==> config.mk <==
export PLATFORM = sky130hd
export DESIGN_NAME = vga_sync_timing_recovery
export DESIGN_NICKNAME = d
export VERILOG_FILES = /design/src/rtl/vga_timing_pkg.sv /design/src/rtl/vga_edge_detect.sv /design/src/rtl/vga_sync_timing_recovery.sv
export SDC_FILE = /design/constraint.sdc
export NUM_CORES = 1
export LEC_CHECK = 0
export ABC_AREA = 1
export CAP_MARGIN = 20
export CORE_MARGIN = 4
export CORE_UTILIZATION = 49
export DETAILED_ROUTE_END_ITERATION = 10
export GPL_TIMING_DRIVEN = 0
export PLACE_DENSITY = 0.76
export SLEW_MARGIN = 15
export SYNTH_ARGS = -nofsm -noshare
export SYNTH_HDL_FRONTEND = slang
export SYNTH_HIERARCHICAL = 1
export SYNTH_SLANG_ARGS = --single-unit
export TNS_END_PERCENT = 5
==> constraint.sdc <==
create_clock -name clock -period 2.4 [get_ports clock]
set_input_delay 0.24 -clock clock [delete_from_list [all_inputs] [get_ports clock]]
set_output_delay 0.24 -clock clock [all_outputs]
set_load 0.1 [all_outputs]
==> src/rtl/vga_timing_pkg.sv <==
// ---------------------------------------------------------------------------
// vga_timing_pkg
// Shared definitions for the VGA timing generator and the receive-side
// timing recovery block.
//   - COUNT_W            : width of all column/row/measurement counters
//   - H_TOTAL / V_TOTAL  : 640x480@60 clocks per line and lines per frame
//   - H_ACTIVE / V_ACTIVE: visible columns and rows of the same mode
//   - sync_state_e       : recovery state machine encoding
//   - sat_inc()          : counter increment that sticks at all-ones
// ---------------------------------------------------------------------------
package vga_timing_pkg;

    localparam int COUNT_W  = 10;
    localparam int H_TOTAL  = 800;
    localparam int V_TOTAL  = 525;
    localparam int H_ACTIVE = 640;
    localparam int V_ACTIVE = 480;

    localparam logic [COUNT_W-1:0] COUNT_MAX = '1;

    typedef enum logic [1:0] {
        SEARCH = 2'd0,
        VERIFY = 2'd1,
        LOCKED = 2'd2
    } sync_state_e;

    function automatic logic [COUNT_W-1:0] sat_inc(input logic [COUNT_W-1:0] value);
        return (value == COUNT_MAX) ? value : value + 1'b1;
    endfunction

endpackage

==> src/rtl/vga_edge_detect.sv <==
// ---------------------------------------------------------------------------
// vga_edge_detect
// Rising-edge detector for a level-type sync input.
//   clock   : pixel clock
//   reset_n : asynchronous active-low reset
//   sig_i   : sync level to watch
//   rise_o  : high for the clock in which sig_i is high and was low before
// The history register resets to 1, so a sync that is already high when
// reset is released does not look like an edge; the first rise reported is
// the next genuine low-to-high transition.
// ---------------------------------------------------------------------------
module vga_edge_detect (
    input  logic clock,
    input  logic reset_n,
    input  logic sig_i,
    output logic rise_o
);

    logic prev_q;

    always_ff @(posedge clock or negedge reset_n) begin
        if (!reset_n) begin
            prev_q <= 1'b1;
        end else begin
            prev_q <= sig_i;
        end
    end

    assign rise_o = sig_i & ~prev_q;

endmodule

==> src/rtl/vga_sync_timing_recovery.sv <==
// ---------------------------------------------------------------------------
// vga_sync_timing_recovery
// Recovers column/row position from level-type Hsync/Vsync (high = active),
// checks the stream against the expected geometry and reports lock.
//   clock           : pixel clock
//   reset_n         : asynchronous active-low reset
//   in_Hsync        : high during active columns, rise = column 0
//   in_Vsync        : high during active rows, rise = row 0
//   out_Hsync/Vsync : inputs delayed one clock
//   column_count    : recovered column, aligned with out_Hsync
//   row_count       : recovered row, aligned with out_Vsync
//   out_locked      : stream verified and being tracked
//   out_line_length : clocks between the last two Hsync rises (sat. 1023)
//   out_frame_lines : Hsync rises between the last two Vsync rises (sat. 1023)
//   out_error_count : number of lock losses (saturating)
// ---------------------------------------------------------------------------
module vga_sync_timing_recovery
    import vga_timing_pkg::*;
#(
    parameter int TOTAL_COLS  = H_TOTAL,
    parameter int TOTAL_ROWS  = V_TOTAL,
    parameter int LOCK_FRAMES = 2,
    parameter int ERR_W       = 8
) (
    input  logic               clock,
    input  logic               reset_n,
    input  logic               in_Hsync,
    input  logic               in_Vsync,
    output logic               out_Hsync,
    output logic               out_Vsync,
    output logic [9:0]         column_count,
    output logic [9:0]         row_count,
    output logic               out_locked,
    output logic [9:0]         out_line_length,
    output logic [9:0]         out_frame_lines,
    output logic [ERR_W-1:0]   out_error_count
);

    localparam logic [COUNT_W-1:0] LAST_COL    = COUNT_W'(TOTAL_COLS - 1);
    localparam logic [COUNT_W-1:0] LAST_ROW    = COUNT_W'(TOTAL_ROWS - 1);
    localparam logic [3:0]         LOCK_TARGET = 4'(LOCK_FRAMES);

    logic h_rise, v_rise;

    vga_edge_detect u_h_edge (
        .clock   (clock),
        .reset_n (reset_n),
        .sig_i   (in_Hsync),
        .rise_o  (h_rise)
    );

    vga_edge_detect u_v_edge (
        .clock   (clock),
        .reset_n (reset_n),
        .sig_i   (in_Vsync),
        .rise_o  (v_rise)
    );

    logic                hsync_q, vsync_q;
    logic [COUNT_W-1:0]  column_q, row_q, column_d, row_d;
    logic [COUNT_W-1:0]  line_cyc_q, line_len_q, frame_line_q, frame_lines_q;
    logic                exp_h, exp_v, mismatch, line_end;
    logic [COUNT_W-1:0]  row_adv;
    sync_state_e         state_q;
    logic [3:0]          clean_q;
    logic                locked_q;
    logic [ERR_W-1:0]    err_q;

    // A line ends either on a real Hsync rise or, if the rise is missing,
    // when the flywheel reaches the last column. A Vsync rise forces row 0.
    always_comb begin
        exp_h    = (column_q == LAST_COL);
        exp_v    = exp_h && (row_q == LAST_ROW);
        mismatch = (h_rise != exp_h) || (v_rise != exp_v) || (v_rise && !h_rise);
        line_end = h_rise || exp_h;
        row_adv  = (row_q == LAST_ROW) ? '0 : row_q + 1'b1;
        column_d = line_end ? '0 : column_q + 1'b1;
        row_d    = row_q;
        if (v_rise) begin
            row_d = '0;
        end else if (line_end) begin
            row_d = row_adv;
        end
    end

    always_ff @(posedge clock or negedge reset_n) begin
        if (!reset_n) begin
            hsync_q  <= 1'b0;
            vsync_q  <= 1'b0;
            column_q <= '0;
            row_q    <= '0;
        end else begin
            hsync_q  <= in_Hsync;
            vsync_q  <= in_Vsync;
            column_q <= column_d;
            row_q    <= row_d;
        end
    end

    // Line length counts clocks from one Hsync rise to the next; frame
    // length counts Hsync rises from one Vsync rise to the next. The Hsync
    // rise coinciding with the Vsync rise is line 1 of the new frame.
    always_ff @(posedge clock or negedge reset_n) begin
        if (!reset_n) begin
            line_cyc_q    <= '0;
            line_len_q    <= '0;
            frame_line_q  <= '0;
            frame_lines_q <= '0;
        end else begin
            if (h_rise) begin
                line_cyc_q <= COUNT_W'(1);
                line_len_q <= line_cyc_q;
            end else begin
                line_cyc_q <= sat_inc(line_cyc_q);
            end
            if (v_rise) begin
                frame_line_q  <= COUNT_W'(1);
                frame_lines_q <= frame_line_q;
            end else if (h_rise) begin
                frame_line_q <= sat_inc(frame_line_q);
            end
        end
    end

    // locked_q is loaded with the next-state decode so that it rises
    // together with the 0,0 count of the locking frame and drops in the
    // cycle right after the offending sample. Mismatch wins over a Vsync
    // rise arriving in the same cycle.
    always_ff @(posedge clock or negedge reset_n) begin
        if (!reset_n) begin
            state_q  <= SEARCH;
            clean_q  <= '0;
            locked_q <= 1'b0;
            err_q    <= '0;
        end else begin
            case (state_q)
                SEARCH: begin
                    locked_q <= 1'b0;
                    if (v_rise && h_rise) begin
                        state_q <= VERIFY;
                        clean_q <= '0;
                    end
                end
                VERIFY: begin
                    if (mismatch) begin
                        state_q <= SEARCH;
                    end else if (v_rise) begin
                        clean_q <= clean_q + 4'd1;
                        if (clean_q + 4'd1 == LOCK_TARGET) begin
                            state_q  <= LOCKED;
                            locked_q <= 1'b1;
                        end
                    end
                end
                LOCKED: begin
                    if (mismatch) begin
                        state_q  <= SEARCH;
                        locked_q <= 1'b0;
                        if (err_q != '1) begin
                            err_q <= err_q + 1'b1;
                        end
                    end
                end
                default: begin
                    state_q  <= SEARCH;
                    locked_q <= 1'b0;
                end
            endcase
        end
    end

    assign out_Hsync       = hsync_q;
    assign out_Vsync       = vsync_q;
    assign column_count    = column_q;
    assign row_count       = row_q;
    assign out_locked      = locked_q;
    assign out_line_length = line_len_q;
    assign out_frame_lines = frame_lines_q;
    assign out_error_count = err_q;

endmodule

Word level (Yosys, flattened, before mapping). Index checks and enable logic that the tools add are counted.

$add $sub $neg: 6. Eq/ne operators: 19. Muxes and demuxes: 24. Bitwise gates (word level): 4. Reductions and logical operators: 16.

Operators with widths (number): $mux 10 (9); $add 10x1->10 const B (4); $eq 10x10->1 const B (4); $ne 2x2->1 const B (7); $mux 4 (3); $reduce_and 4->1 (3); $mux 2 (5); $add 8x1->8 const B (1); $ne 8x8->1 const B (1); $pmux 4 s2 (1); $ne 3x3->1 const B (2); $pmux 2 s3 (1); $reduce_bool 2->1 (3); $add 4x1->4 const B (1); $eq 4x2->1 const B (1); $mux 1 (4); $logic_and 1x1->1 (3); $logic_or 1x1->1 (3); $reduce_and 3->1 (1); $and 1x1->1 (2); $eq 2x1->1 const B (1); $eq 2x2->1 const B (1); $logic_not 2->1 (1); $ne 1x1->1 (2); 4 further kinds (5).

Register bits: 79. Output and inout port bits: 51. Word-level logic and storage cells: 83.

Longest topological paths before layout. Gate-level depths: netlist of the first run.

Depth after elaboration: 7. Mapped depth: 15. Gate-level depth less buffers: 15.

By module. The synthesis of the first run kept the hierarchy.

Modules (own cells, without submodules): vga_sync_timing_recovery (times used 1, cells an instance 451, area an instance 3809.9 um^2); vga_edge_detect (times used 2, cells an instance 3, area an instance 36.3 um^2).

Worst setup path after synthesis of the first run. OpenSTA, ideal clock, no wires.

Kind: reg2reg. Start: register column_q[0], in the netlist column_count[0]. End: register row_q[7], in the netlist row_count[7]. Setup time: 0.078 ns. Arrival time: 2.695 ns. Required time: 2.322 ns. Path slack: -0.374 ns. Stages on the path, launching flop included: 15. Buffers on the path: 0. Clock period less this slack: 2.774 ns. Path through: dfrtp_1 > ha_1 > nand4_2 > nor2_4 > inv_1 > ha_1 > inv_2 > nor2_2 > inv_2 > nand2_1 > nor2_1 > nand2_1 > inv_1 > nand2_1 > a21oi_1.

Cells in the longest elaborated chain, start to end: 3.

RTL lines: start: declaration (RTL line vga_sync_timing_recovery.sv:60) `logic [COUNT_W-1:0] column_q, row_q, column_d, row_d;`; start signal: assignment (RTL line vga_sync_timing_recovery.sv:95) `column_q <= column_d;`; $eq 10x10->1 (RTL line vga_sync_timing_recovery.sv:72) `exp_h = (column_q == LAST_COL);`; $logic_or 1x1->1 (RTL line vga_sync_timing_recovery.sv:75) `line_end = h_rise || exp_h;`; $reduce_bool 2->1 (no source line); end signal: assignment (RTL line vga_sync_timing_recovery.sv:96) `row_q <= row_d;`; end: declaration (RTL line vga_sync_timing_recovery.sv:60).

No other way between the ends. A chain may end at the register's enable or synchronous reset.

Worst setup path in the final report of the first run.
Start: register column_q[5], in the netlist column_count[5]. End: output column_count[5].

RTL lines: end: declaration (RTL line vga_sync_timing_recovery.sv:31) `output logic [9:0] column_count,`.

No word-level cell between the ends.

==> results of run 1 <==
==> through the flow <==
step	setup slack (ps)	utilization	total power, uW
final	200.0	0.6206	3983
after global placement	-2232	0.5907	3020
after floorplan	14.85	-	2699
after detailed placement	-715.5	0.5929	3050
after CTS	61.03	0.6190	4038
after global routing	13.47	0.6206	4195
==> cell usage in the layout (no fill, tap or decap), drive strengths merged <==
cell type,n
o21a,2
nor2,46
inv,67
dfstp,2
clkinv,5
nand2,107
nor3,17
xor2,4
nand3,31
a31oi,1
dfrtp,77
nor4,1
a21oi,17
dlygate4sd3,1
and2,1
bufinv,1
buf,4
o32ai,1
o31ai,2
nand4,9
o21ai,49
a211oi,2
clkdlybuf4s50,53
clkbuf,15
nand3b,3
ha,9
xnor2,1
==> Yosys cell counts <==
cell       n
a211oi_1   2
a21oi_1   16
a21oi_4    1
a31oi_1    1
and2_1     1
buf_2      2
buf_6      1
clkbuf_1   3
clkinv_1   2
dfrtp_1   77
dfstp_2    2
ha_1       9
inv_1     58
inv_2      8
inv_6      1
nand2_1   98
nand2_2    7
nand2_4    2
nand3_1   26
nand3_2    4
nand3_4    1
nand3b_1   3
nand4_1    7
nand4_2    2
nor2_1    36
nor2_2     5
nor2_4     5
nor3_1    17
nor4_1     1
o21a_1     2
o21ai_0   40
o21ai_1    5
o21ai_2    4
o31ai_1    2
o32ai_1    1
xnor2_1    1
xor2_1     4
==> layout make-up <==
cell class	count	area share
flip-flops and latches	79	0.4156
clock buffers	12	0.03026
inverters	69	0.05661
clock inverters	4	0.009392
repair buffers	56	0.1184
multi-input cells	303	0.3366
plain buffers	5	0.006522
well taps	102	0.02661
==> power breakdown <==
part / switching [uW] / internal [uW]
combinational: 1070 / 318
clock: 459 / 505
sequential: 136 / 1490
total: 1670 / 2320
==> path summary, 6_finish.rpt <==
check / start / to / slack (ps) / cells past startpoint
worst max-delay path: column_count[5] / column_count[5] / 200 / 1
worst min-delay path: in_Hsync / u_h_edge/prev_q / 360 / 1
worst max register to register: column_count[0] / row_count[5] / 200 / 14
worst min register to register: out_line_length[2] / out_line_length[2] / 470 / 2
max in group asynchronous: reset_n / line_cyc_q[3] / 1410 / 3
min in group asynchronous: reset_n / out_frame_lines[3] / 400 / 2
==> repair_timing <==
action                                 4_1_cts  5_1_grt
buffers inserted                             0        0
endpoints found under the hold margin       37        0
cloned                                       0        0
hold buffers                                 1        0
setup endpoints to repair                   21        4
gates resized for setup                      2        4
==> metal layers <==
layer / vias up / routed length [um] / global-route usage
met5: - / 0 / 0
met1: 1479 / 3575 / 0.2237
met2: 50 / 3674 / 0.2877
met4: 0 / 100 / 0.06587
li1: 1615 / - / -
met3: 9 / 326 / 0.05191
==> cells by family after synthesis <==
kind of cell / count (synthesis) / synth area share
xor+xnor: 5 / 0.01128
buf+inv: 75 / 0.07638
simple gates: 215 / 0.2662
flops: 79 / 0.5098
compound gates: 74 / 0.1073
fa+ha+maj: 9 / 0.02900
==> sequential cells by signal, summed over array words and instances (netlist names), 2 cells and up <==
signal,flops
row_count,10
state_q,2
out_error_count,8
column_count,10
out_frame_lines,10
out_line_length,10
clean_q,4
frame_line_q,10
line_cyc_q,10
==> impl_metrics.yaml, run 1 <==
status:
  status: "finished, final reports clean"
timing:
  fin_crit_ps: 2200
  period_share: 0.9167
  rsz0062_at_grt: "no"
  slew_headroom: 0.3336
  tns_ps: 0
  finalMaxSlewViolations: 0
  tightestPinTransition_ps: 996.5
  clock.fmax_mhz: 454.5
  hold_violations: 0
  setup_viol: 0
  fin_hold_ws_ps: 355.3
  clock_skew_ps: 9.801
logic_synthesis:
  avgSynthCellArea_sq_um: 8.496
  synthCells: 457
  ys_seq_area_frac: 0.5098
  synth_top_area_frac: 0.4963
  yosys_warnings: 6
  yosysUniqueCellTypes: 37
  yosysTopAreaCell: "dfrtp_1"
  synth_nets: 470
  synth_area_leaders: "dfrtp_1 (50%), nand2_1 (9.5%), inv_1 (5.6%)"
  netlist_area_sq_um: 3882
  yosys_register_bits: 79
critical_path:
  critical_path.max_stage_delay_ps: 1180
  criticalPathCategory: "register to primary output"
  crit_slowest_cell: "clkdlybuf4s50_1"
  start_kind: "register"
  path_max_fanout: 6
  critPathRequiredTime_ps: 2160
  path_buf_inv: 1
  cp.arrival_ps: 1960
  crit_chain: "clkdlybuf4s50_1"
  critPathCaptureType: "primary output"
  critPathTopFamily: "buffers and inverters"
die:
  start_util: 0.5024
  core_area_sq_um: 7727
  dieArea_sq_um: 9412
  die_x_um: 97.02
  num_io_pins: 55
  core.rowCount: 32
  die_y_um: 97.02
final_layout:
  regArea_sq_um: 1993
  diodes: 0
  drive_gt1_frac: 0.1326
  final_cell_count_no_fill: 630
  nFillCells: 665
  area_delta_synth_final_pct: 23.53
  fin_area_sq_um: 4796
  nets: 536
  multi_input_area_sq_um: 1614
routing:
  drtIter0Drc: 104
  vias: 3153
  routed_via_density: 5.005
  firstDrtPassIters: 5
  detail-route-antenna-nets: 0
  wl_per_cell_um: 12.19
  drt-total-wl_mm: 7.677
  remaining_drc_errors: 0
power_and_ir_drop:
  p_per_area_nw_per_um2: 830.5
  p_leak_uw: 0.002139
  ir_drop_v: 0.0004695
global_route:
  grt_max_degree: 41
  grtUsageTotal: 0.1769
  overflow: 0
  antenna_found_initial: 0
  grt_pass1_wl_mm: 13.83
  grt_pass1_vias: 3124
clocking:
  clk_path_buf_depth: 2
  h-tree-depth: 3
  cts_sinks: 79
  clk_latency_ps: 350
  cts_buffers: 9
  cts_tree: "built"
  root_buffer: "clkbuf_8"
  cts.clk_slew.worst_paths_ps: 70
placed_design:
  dp_cells: 614
  io_buffers: 54
  gp_congestion: 0.8574
  dp_hpwl_mm: 5.588
  placed_area_sq_um: 4582
flow_run:
  max-cap-violations: 0
worst_hold_path:
  hold_class: "input pin to register"
Note: power is estimated with default switching activity, not from simulation.
==> inputs of run 2 (changes only) <==
--- a/config.mk
+++ b/config.mk
@@ -17,4 +17,4 @@
 export SYNTH_HDL_FRONTEND = slang
 export SYNTH_HIERARCHICAL = 1
 export SYNTH_SLANG_ARGS = --single-unit
-export TNS_END_PERCENT = 5
+export TNS_END_PERCENT = 100
==> results of run 2 <==
Same layout as run 1: the final DEF is identical, and so are final timing and power.
